### config.mk
export PLATFORM = sky130hd
export DESIGN_NAME = square_rasterizer
export DESIGN_NICKNAME = d
export VERILOG_FILES = /design/src/rtl/square_rasterizer_pkg.sv /design/src/rtl/square_req_fifo.sv /design/src/rtl/square_rasterizer.sv
export SDC_FILE = /design/constraint.sdc
export NUM_CORES = 1
export LEC_CHECK = 0
export CORE_MARGIN = 3
export CORE_UTILIZATION = 30
export CTS_CLUSTER_SIZE = 28
export DETAILED_ROUTE_END_ITERATION = 10
export DONT_BUFFER_PORTS = 1
export MAX_ROUTING_LAYER = met4
export PLACE_DENSITY = 0.53
export SKIP_CTS_REPAIR_TIMING = 1
export SLEW_MARGIN = 20
export SYNTH_ARGS = -nofsm -noshare
export SYNTH_HDL_FRONTEND = slang
export SYNTH_SLANG_ARGS = --single-unit
export TNS_END_PERCENT = 30
### constraint.sdc
create_clock -name clk -period 2.2 [get_ports clk]
set_input_delay 0.44 -clock clk [delete_from_list [all_inputs] [get_ports clk]]
set_output_delay 0.44 -clock clk [all_outputs]
set_load 0.005 [all_outputs]
### src/rtl/square_rasterizer_pkg.sv
// square_rasterizer_pkg: shared colours, screen limits, coordinate widths and request type
package square_rasterizer_pkg;
  localparam int X_W = 8;
  localparam int Y_W = 7;
  localparam int C_W = 3;
  localparam int SCREEN_W = 160;
  localparam int SCREEN_H = 120;
  localparam logic [C_W-1:0] BLACK  = 3'b000;
  localparam logic [C_W-1:0] RED    = 3'b100;
  localparam logic [C_W-1:0] YELLOW = 3'b110;
  localparam logic [C_W-1:0] GREEN  = 3'b010;
  localparam logic [C_W-1:0] BLUE   = 3'b001;
  typedef struct packed {
    logic [X_W-1:0] x;
    logic [Y_W-1:0] y;
    logic [C_W-1:0] colour;
  } req_t;
  typedef enum logic {IDLE, DRAW} state_t;
endpackage

### src/rtl/square_req_fifo.sv
// square_req_fifo: synchronous DEPTH-entry request FIFO, pushes refused while full
module square_req_fifo
  import square_rasterizer_pkg::*;
#(
  parameter int DEPTH = 4
) (
  input  logic clk,
  input  logic reset,
  input  logic push,
  input  logic pop,
  input  req_t din,
  output req_t dout,
  output logic full,
  output logic empty
);
  localparam int AW = $clog2(DEPTH);
  req_t mem [DEPTH];
  logic [AW-1:0] wp, rp;
  logic [AW:0] cnt;
  logic do_push, do_pop;
  assign full = cnt == (AW+1)'(DEPTH);
  assign empty = cnt == '0;
  assign do_push = push && !full;
  assign do_pop = pop && !empty;
  assign dout = mem[rp];
  // storage array, no reset needed since cnt guards reads
  always_ff @(posedge clk)
    if (do_push) mem[wp] <= din;
  // pointers and occupancy
  always_ff @(posedge clk)
    if (reset) begin
      wp <= '0;
      rp <= '0;
      cnt <= '0;
    end else begin
      if (do_push) wp <= wp + 1'b1;
      if (do_pop) rp <= rp + 1'b1;
      cnt <= cnt + (AW+1)'(do_push) - (AW+1)'(do_pop);
    end
endmodule

### src/rtl/square_rasterizer.sv
// square_rasterizer: expands queued square requests into clipped one-pixel-per-clock writes (SQUARE_OUTLINE_EN draws outlines only)
module square_rasterizer
  import square_rasterizer_pkg::*;
#(
  parameter int SIZE = 4,
  parameter int DEPTH = 4
) (
  input  logic       clk,
  input  logic       reset,
  input  logic       req_valid,
  output logic       req_ready,
  input  logic [7:0] req_x,
  input  logic [6:0] req_y,
  input  logic [2:0] req_colour,
  output logic [7:0] vga_x,
  output logic [6:0] vga_y,
  output logic [2:0] vga_colour,
  output logic       vga_plot,
  output logic       busy,
  output logic       done
);
  localparam int CW = $clog2(SIZE);
  localparam logic [CW-1:0] LAST = CW'(SIZE-1);
  req_t din, head, work;
  state_t state;
  logic [CW-1:0] cx, cy;
  logic full, empty, push, pop, last, draw, on_screen;
  logic [X_W-1:0] px;
  logic [Y_W-1:0] py;
  assign din = {req_x, req_y, req_colour};
  assign req_ready = !full;
  assign push = req_valid && !full;
  assign last = cx == LAST && cy == LAST;
  assign pop = !empty && (state == IDLE || last);
  assign draw = state == DRAW;
  assign busy = draw || !empty;
  assign px = work.x + X_W'(cx);
  assign py = work.y + Y_W'(cy);
  assign on_screen = px < X_W'(SCREEN_W) && py < Y_W'(SCREEN_H);
  assign vga_x = draw ? px : '0;
  assign vga_y = draw ? py : '0;
  assign vga_colour = draw ? work.colour : '0;
`ifdef SQUARE_OUTLINE_EN
  logic border;
  assign border = cx == '0 || cx == LAST || cy == '0 || cy == LAST;
  assign vga_plot = draw && on_screen && border;
`else
  assign vga_plot = draw && on_screen;
`endif
  square_req_fifo #(.DEPTH(DEPTH)) u_fifo (
    .clk(clk),
    .reset(reset),
    .push(push),
    .pop(pop),
    .din(din),
    .dout(head),
    .full(full),
    .empty(empty)
  );
  // sequencer: reloads on pop so consecutive squares run with no bubble
  always_ff @(posedge clk)
    if (reset) begin
      state <= IDLE;
      cx <= '0;
      cy <= '0;
      done <= 1'b0;
      work <= '0;
    end else begin
      done <= draw && last;
      if (pop) begin
        work <= head;
        cx <= '0;
        cy <= '0;
        state <= DRAW;
      end else if (draw && last) begin
        cx <= '0;
        cy <= '0;
        state <= IDLE;
      end else if (draw) begin
        cx <= cx == LAST ? '0 : cx + 1'b1;
        cy <= cx == LAST ? cy + 1'b1 : cy;
      end
    end
endmodule

# Word-level counts from Yosys, hierarchy flattened
# Memories as Yosys holds them, arrays and structs flattened. A register that Yosys moved wholly into a read port is not among the register bits.
# Index checks and enable logic that the tools add are counted.
# op_classes
add_sub_neg	8
magnitude_cmp	2
eq_ne	3
muxes	8
bitwise_logic	1
n_reduce_logical	16
# op_table
cell	n
$add 2x1->2 const B	4
$add 8x2->8	1
$logic_and 1x1->1	8
$lt 8x8->1 const B	1
$mux 8	1
$add 7x2->7	1
$lt 7x7->1 const B	1
$mux 7	1
$eq 2x2->1 const B	2
$mux 1	4
$add 3x1->3	1
$eq 3x3->1 const B	1
$logic_not 3->1	1
$mux 3	1
$reduce_or 3->1	1
$sub 3x1->3	1
$logic_not 1->1	2
$logic_or 1x1->1	2
$mux 2	1
$reduce_and 2->1	1
$reduce_bool 2->1	1
$not 1->1	1
# word_totals
reg_bits	13
mem_bits_rw	72
inputBits	21
output_inout_bits	22
word_cells	46
n_memories	1
# mem_list
name	depth	width	read_ports	rd_clocked_by_memory_dff	write_ports	line	rtl
u_fifo.mem	4	18	1	1	1	square_req_fifo.sv:17	req_t mem [DEPTH];

# Depth between registers and ports, before layout
# depth
ltp_word	6
mapped_depth	12
mapped_depth_nobuf	11

# Modules after synthesis
# From an unflattened synthesis, not the netlist that was laid out.
# hier_totals
hier_cells	321
hier_area_um2	4579.4
# modules_own_cells
module	instances	cells_each	area_per_inst_um2	seq_area_each_um2
square_req_fifo	1	145	3120.5	2342.2
square_rasterizer	1	176	1458.9	480.5

# Worst setup path before layout
# No wires, ideal clock.
# synth_timing
path_kind	register -> register
from	register cx[1]
to	register u_fifo.cnt[2]
setup_time_ps	132
arrival_time_ps	2241
t_required_ps	2068
path_slack_ps	-174
stages_incl_launch_ff	13
synth_period_minus_slack_ps	2374
cell_sequence	dfxtp_1 -> ha_1 -> a21bo_2 -> nand2_8 -> inv_4 -> buf_6 -> ha_1 -> inv_1 -> ha_1 -> fa_1 -> xnor2_1 -> xnor2_1 -> nor2_1
# synth_via
elab_chain_len	6
# synth_lines
element	line	rtl
start: declaration	square_rasterizer.sv:26	logic [CW-1:0] cx, cy;
start signal: assignment	square_rasterizer.sv:80	cx <= cx == LAST ? '0 : cx + 1'b1;
$eq 2x2->1	square_rasterizer.sv:33	assign last = cx == LAST && cy == LAST;
$logic_and 1x1->1	square_rasterizer.sv:33	
$logic_or 1x1->1	square_rasterizer.sv:34	assign pop = !empty && (state == IDLE || last);
$logic_and 1x1->1	square_rasterizer.sv:34	
via pop	square_rasterizer.sv:27	logic full, empty, push, pop, last, draw, on_screen;
$logic_and 1x1->1	square_req_fifo.sv:24	assign do_pop = pop && !empty;
$sub 3x1->3	square_req_fifo.sv:38	cnt <= cnt + (AW+1)'(do_push) - (AW+1)'(do_pop);
end signal: assignment	square_req_fifo.sv:38	
end: declaration	square_req_fifo.sv:19	logic [AW:0] cnt;
# The timed path passes the listed nets, and every way through them passes these cells.
# A chain may end at the register's enable or synchronous reset.

# Worst setup path in the final report
# layout_timing
from	register cy[0]
to	output port vga_plot
# layout_via
elab_chain_len	4
# layout_lines
element	line	rtl
start: declaration	square_rasterizer.sv:26	
start signal: assignment	square_rasterizer.sv:81	cy <= cx == LAST ? cy + 1'b1 : cy;
$add 7x2->7	square_rasterizer.sv:38	assign py = work.y + Y_W'(cy);
$lt 7x7->1	square_rasterizer.sv:39	assign on_screen = px < X_W'(SCREEN_W) && py < Y_W'(SCREEN_H);
$logic_and 1x1->1	square_rasterizer.sv:39	
$logic_and 1x1->1	square_rasterizer.sv:48	assign vga_plot = draw && on_screen;
end: declaration	square_rasterizer.sv:18	output logic vga_plot,
# Every way passes these cells.

==> flow_metrics.env <==
export IMPL_cts_root_buf="clkbuf_16"
export IMPL_pin_count=43
export IMPL_hold_class="in -> reg"
export IMPL_final_cells=512
export IMPL_fin_ws_ns=-0.201
export IMPL_max_stage_delay_ns=0.37
export IMPL_fin_area_mm2=0.00519
export IMPL_n_antenna_cell=0
export IMPL_place_area_mm2=0.00476
export IMPL_via_count=2387
export IMPL_cts_tree="built"
export IMPL_syn_mean_instance_area_um2=14.4
export IMPL_grt_total_usage=0.110
export IMPL_via_per_inst=4.66
export IMPL_intPower_uw=4030
export IMPL_swShare=0.317
export IMPL_combPwrFrac=0.298
export IMPL_vdd_drop_max_mv=0.394
export IMPL_grt_antenna_before_repair=0
export IMPL_status="finished with violations"
export IMPL_drtPass1Iterations=4
export IMPL_cp_arrival_ns=1.96
export IMPL_syn_instance_count=309
export IMPL_synth_warnings=0
export IMPL_drc=0
export IMPL_mostFrequentLayoutCell="edfxtp_1"
export IMPL_dieArea_mm2=0.0163
export IMPL_finalClockSkew_ns=0.00643
export IMPL_maxSlewHeadroom=0.719
export IMPL_cp_cell_sequence="ha_4 > inv_2 > fa_2 > and2b_2 > and3_4 > o2111ai_2 > and3b_1"
export IMPL_clockBufferDepth=2
export IMPL_htreeDepth=3
export IMPL_numPortBuffers=0
export IMPL_critPathRequiredTime_ns=1.76
export IMPL_die_h_um=128
export IMPL_cts_made_buffers=9
export IMPL_end_kind="output port"
export IMPL_fin_crit_sh=1.09
export IMPL_syn_num_nets=345
export IMPL_async_flop_share=0
export IMPL_drv_cap=0
export IMPL_cts_sinks=103
export IMPL_critPathSlowestCell="dfxtp_4"
export IMPL_rows=43
export IMPL_wirelength_mm=8.59
export IMPL_grt_pass1_wl_mm=13.4
export IMPL_power_frac_clock=0.250
export IMPL_grt_max_degree=29
export IMPL_ys_seq_area_frac=0.625
export IMPL_power_switching_uw=1870
export IMPL_clkLatencyLatePin_ns=0.33
export IMPL_fillCellCount=1364
export IMPL_ys_flop_type="edfxtp_1"
export IMPL_nNetsFinal=363
export IMPL_syn_area_mm2=0.00445
export IMPL_grt_pass1_vias=2455
export IMPL_rsz0062_at_grt="true"
export IMPL_power_density_mw_per_mm2=1130
export IMPL_synth_seq_cells=103
export IMPL_hold_viol=0
export IMPL_fmax_mhz=416
export IMPL_violations="setup timing"
export IMPL_worst_pin_slew_ns=0.420
export IMPL_worstSetupPathType="reg -> out"
export IMPL_slew_viol_final=0
export IMPL_ys_types=48
export IMPL_dp_cells=490
export IMPL_final_cell_mix="edfxtp_1, nand2_1, dfxtp_1"
export IMPL_post_route_min_period_ns=2.40
export IMPL_place_hpwl_mm=5.66
export IMPL_area_growth_pct=16.7
export IMPL_wl_per_cell_um=16.8
export IMPL_core_area_mm2=0.0142
export IMPL_setup_viol=7
export IMPL_synth_edf_count=72
export IMPL_drive_above_1_share=0.319
export IMPL_seqPwrFrac=0.452
export IMPL_dr_first_iter_drc_count=110
export IMPL_gp_congestion=0.758
export IMPL_total_leakage_power_uw=0.00171
export IMPL_grt_ovfl_total=0
export IMPL_path_clk_slew_ns=0.07
export IMPL_die_x_um=128
export IMPL_start_util=0.313
export IMPL_antenna_left=0
export IMPL_cp_max_fo=4
export IMPL_start_kind="register"
logic make-up after synthesis:
| family | synth area share |
|---|---|
| flip-flops | 0.625 |
| AND/OR/NAND/NOR | 0.114 |
| AO/OA/AOI/OAI | 0.0559 |
| buffers and inverters | 0.0304 |
| multiplexers | 0.0978 |
| adder cells (fa/ha/maj) | 0.0472 |
| XOR/XNOR | 0.0292 |
through the flow:
stage / setup WS [ns] / TNS [ns] / util / hold WS, ns / power [µW]
after floorplan: -0.0599 / -0.0599 / - / 0.441 / 4040
after global placement: 0.0353 / 0 / 0.335 / 0.447 / 4390
after detailed placement: -0.00135 / -0.00135 / 0.335 / 0.446 / 4440
after CTS: -0.364 / -1.49 / 0.355 / 0.145 / 5920
after global routing: -0.273 / -1.38 / 0.366 / 0.139 / 6260
final: -0.201 / -0.691 / 0.366 / 0.161 / 5890
Yosys cell counts, types with 2 or more instances:
| cell | count | area (µm²) |
|---|---|---|
| edfxtp_1 | 72 | 2160 |
| nand2_1 | 38 | 143 |
| dfxtp_1 | 31 | 621 |
| mux4_2 | 18 | 405 |
| and2_1 | 17 | 106 |
| a21oi_1 | 13 | 65.1 |
| ha_1 | 12 | 150 |
| nor2_1 | 11 | 41.3 |
| inv_1 | 10 | 37.5 |
| a21oi_2 | 9 | 78.8 |
| xnor2_1 | 9 | 78.8 |
| nand2_2 | 6 | 37.5 |
| clkbuf_1 | 5 | 18.8 |
| nor2b_1 | 5 | 31.3 |
| xor2_1 | 4 | 35.0 |
| fa_1 | 3 | 60.1 |
| mux2i_1 | 3 | 30.0 |
| nand3_1 | 3 | 15.0 |
| nor3b_1 | 3 | 22.5 |
| a21o_1 | 2 | 15.0 |
| and3_1 | 2 | 12.5 |
| buf_2 | 2 | 10.0 |
| buf_4 | 2 | 15.0 |
| buf_6 | 2 | 22.5 |
| nand2b_1 | 2 | 12.5 |
| nor3_1 | 2 | 10.0 |
| o21ai_0 | 2 | 10.0 |
final timing paths:
check                        to  depth (start not counted)    start  slack (ns)
hold reg to reg         work[2]                          2  work[2]        0.46
setup reg to reg  u_fifo.cnt[2]                         12    cy[0]       -0.03
hold / removal          work[4]                          1    reset        0.16
setup / recovery       vga_plot                          7    cy[0]       -0.20
registers in the layout, indices dropped and copies added, names as in the netlist:
name,count
u_fifo.cnt,3
done,1
u_fifo.wp,2
work,18
u_fifo.mem,72
draw,1
cx,2
u_fifo.rp,2
cy,2
worst max-delay path, delay by kind of cell, from the launching register on:
family / cells / cell delay (ns)
AND/OR/NAND/NOR: 3 / 0.65
buffers and inverters: 1 / 0.04
adder cells (fa/ha/maj): 2 / 0.47
AO/OA/AOI/OAI: 1 / 0.10
flip-flops: 1 / 0.37
layer usage:
layer,share of wire,vias up,global-route usage
li1,-,1153,-
met5,0,-,-
met2,0.47,32,0.164
met3,0.058,2,0.0350
met1,0.47,1200,0.141
met4,0.0073,0,0.0431
cell type report:
class	instances	area (µm²)	area share
Clock buffer	9	225	0.0434
Clock inverter	7	55.1	0.0106
Inverter	11	43.8	0.00843
Multi-Input combinational cell	182	1680	0.323
Sequential cell	103	2800	0.538
Tap cell	180	225	0.0434
Timing Repair Buffer	20	170	0.0328
power by group through the flow:
| stage | sequential [µW] | clock (µW) | combinational, µW |
|---|---|---|---|
| CTS | 2640 | 1520 | 1750 |
| floorplan | 2620 | 0 | 1420 |
| finish | 2670 | 1470 | 1750 |
| global route | 2710 | 1590 | 1960 |
| global placement | 2680 | 0 | 1720 |
| detailed placement | 2690 | 0 | 1750 |
Note: power is estimated with default switching activity, not from simulation.
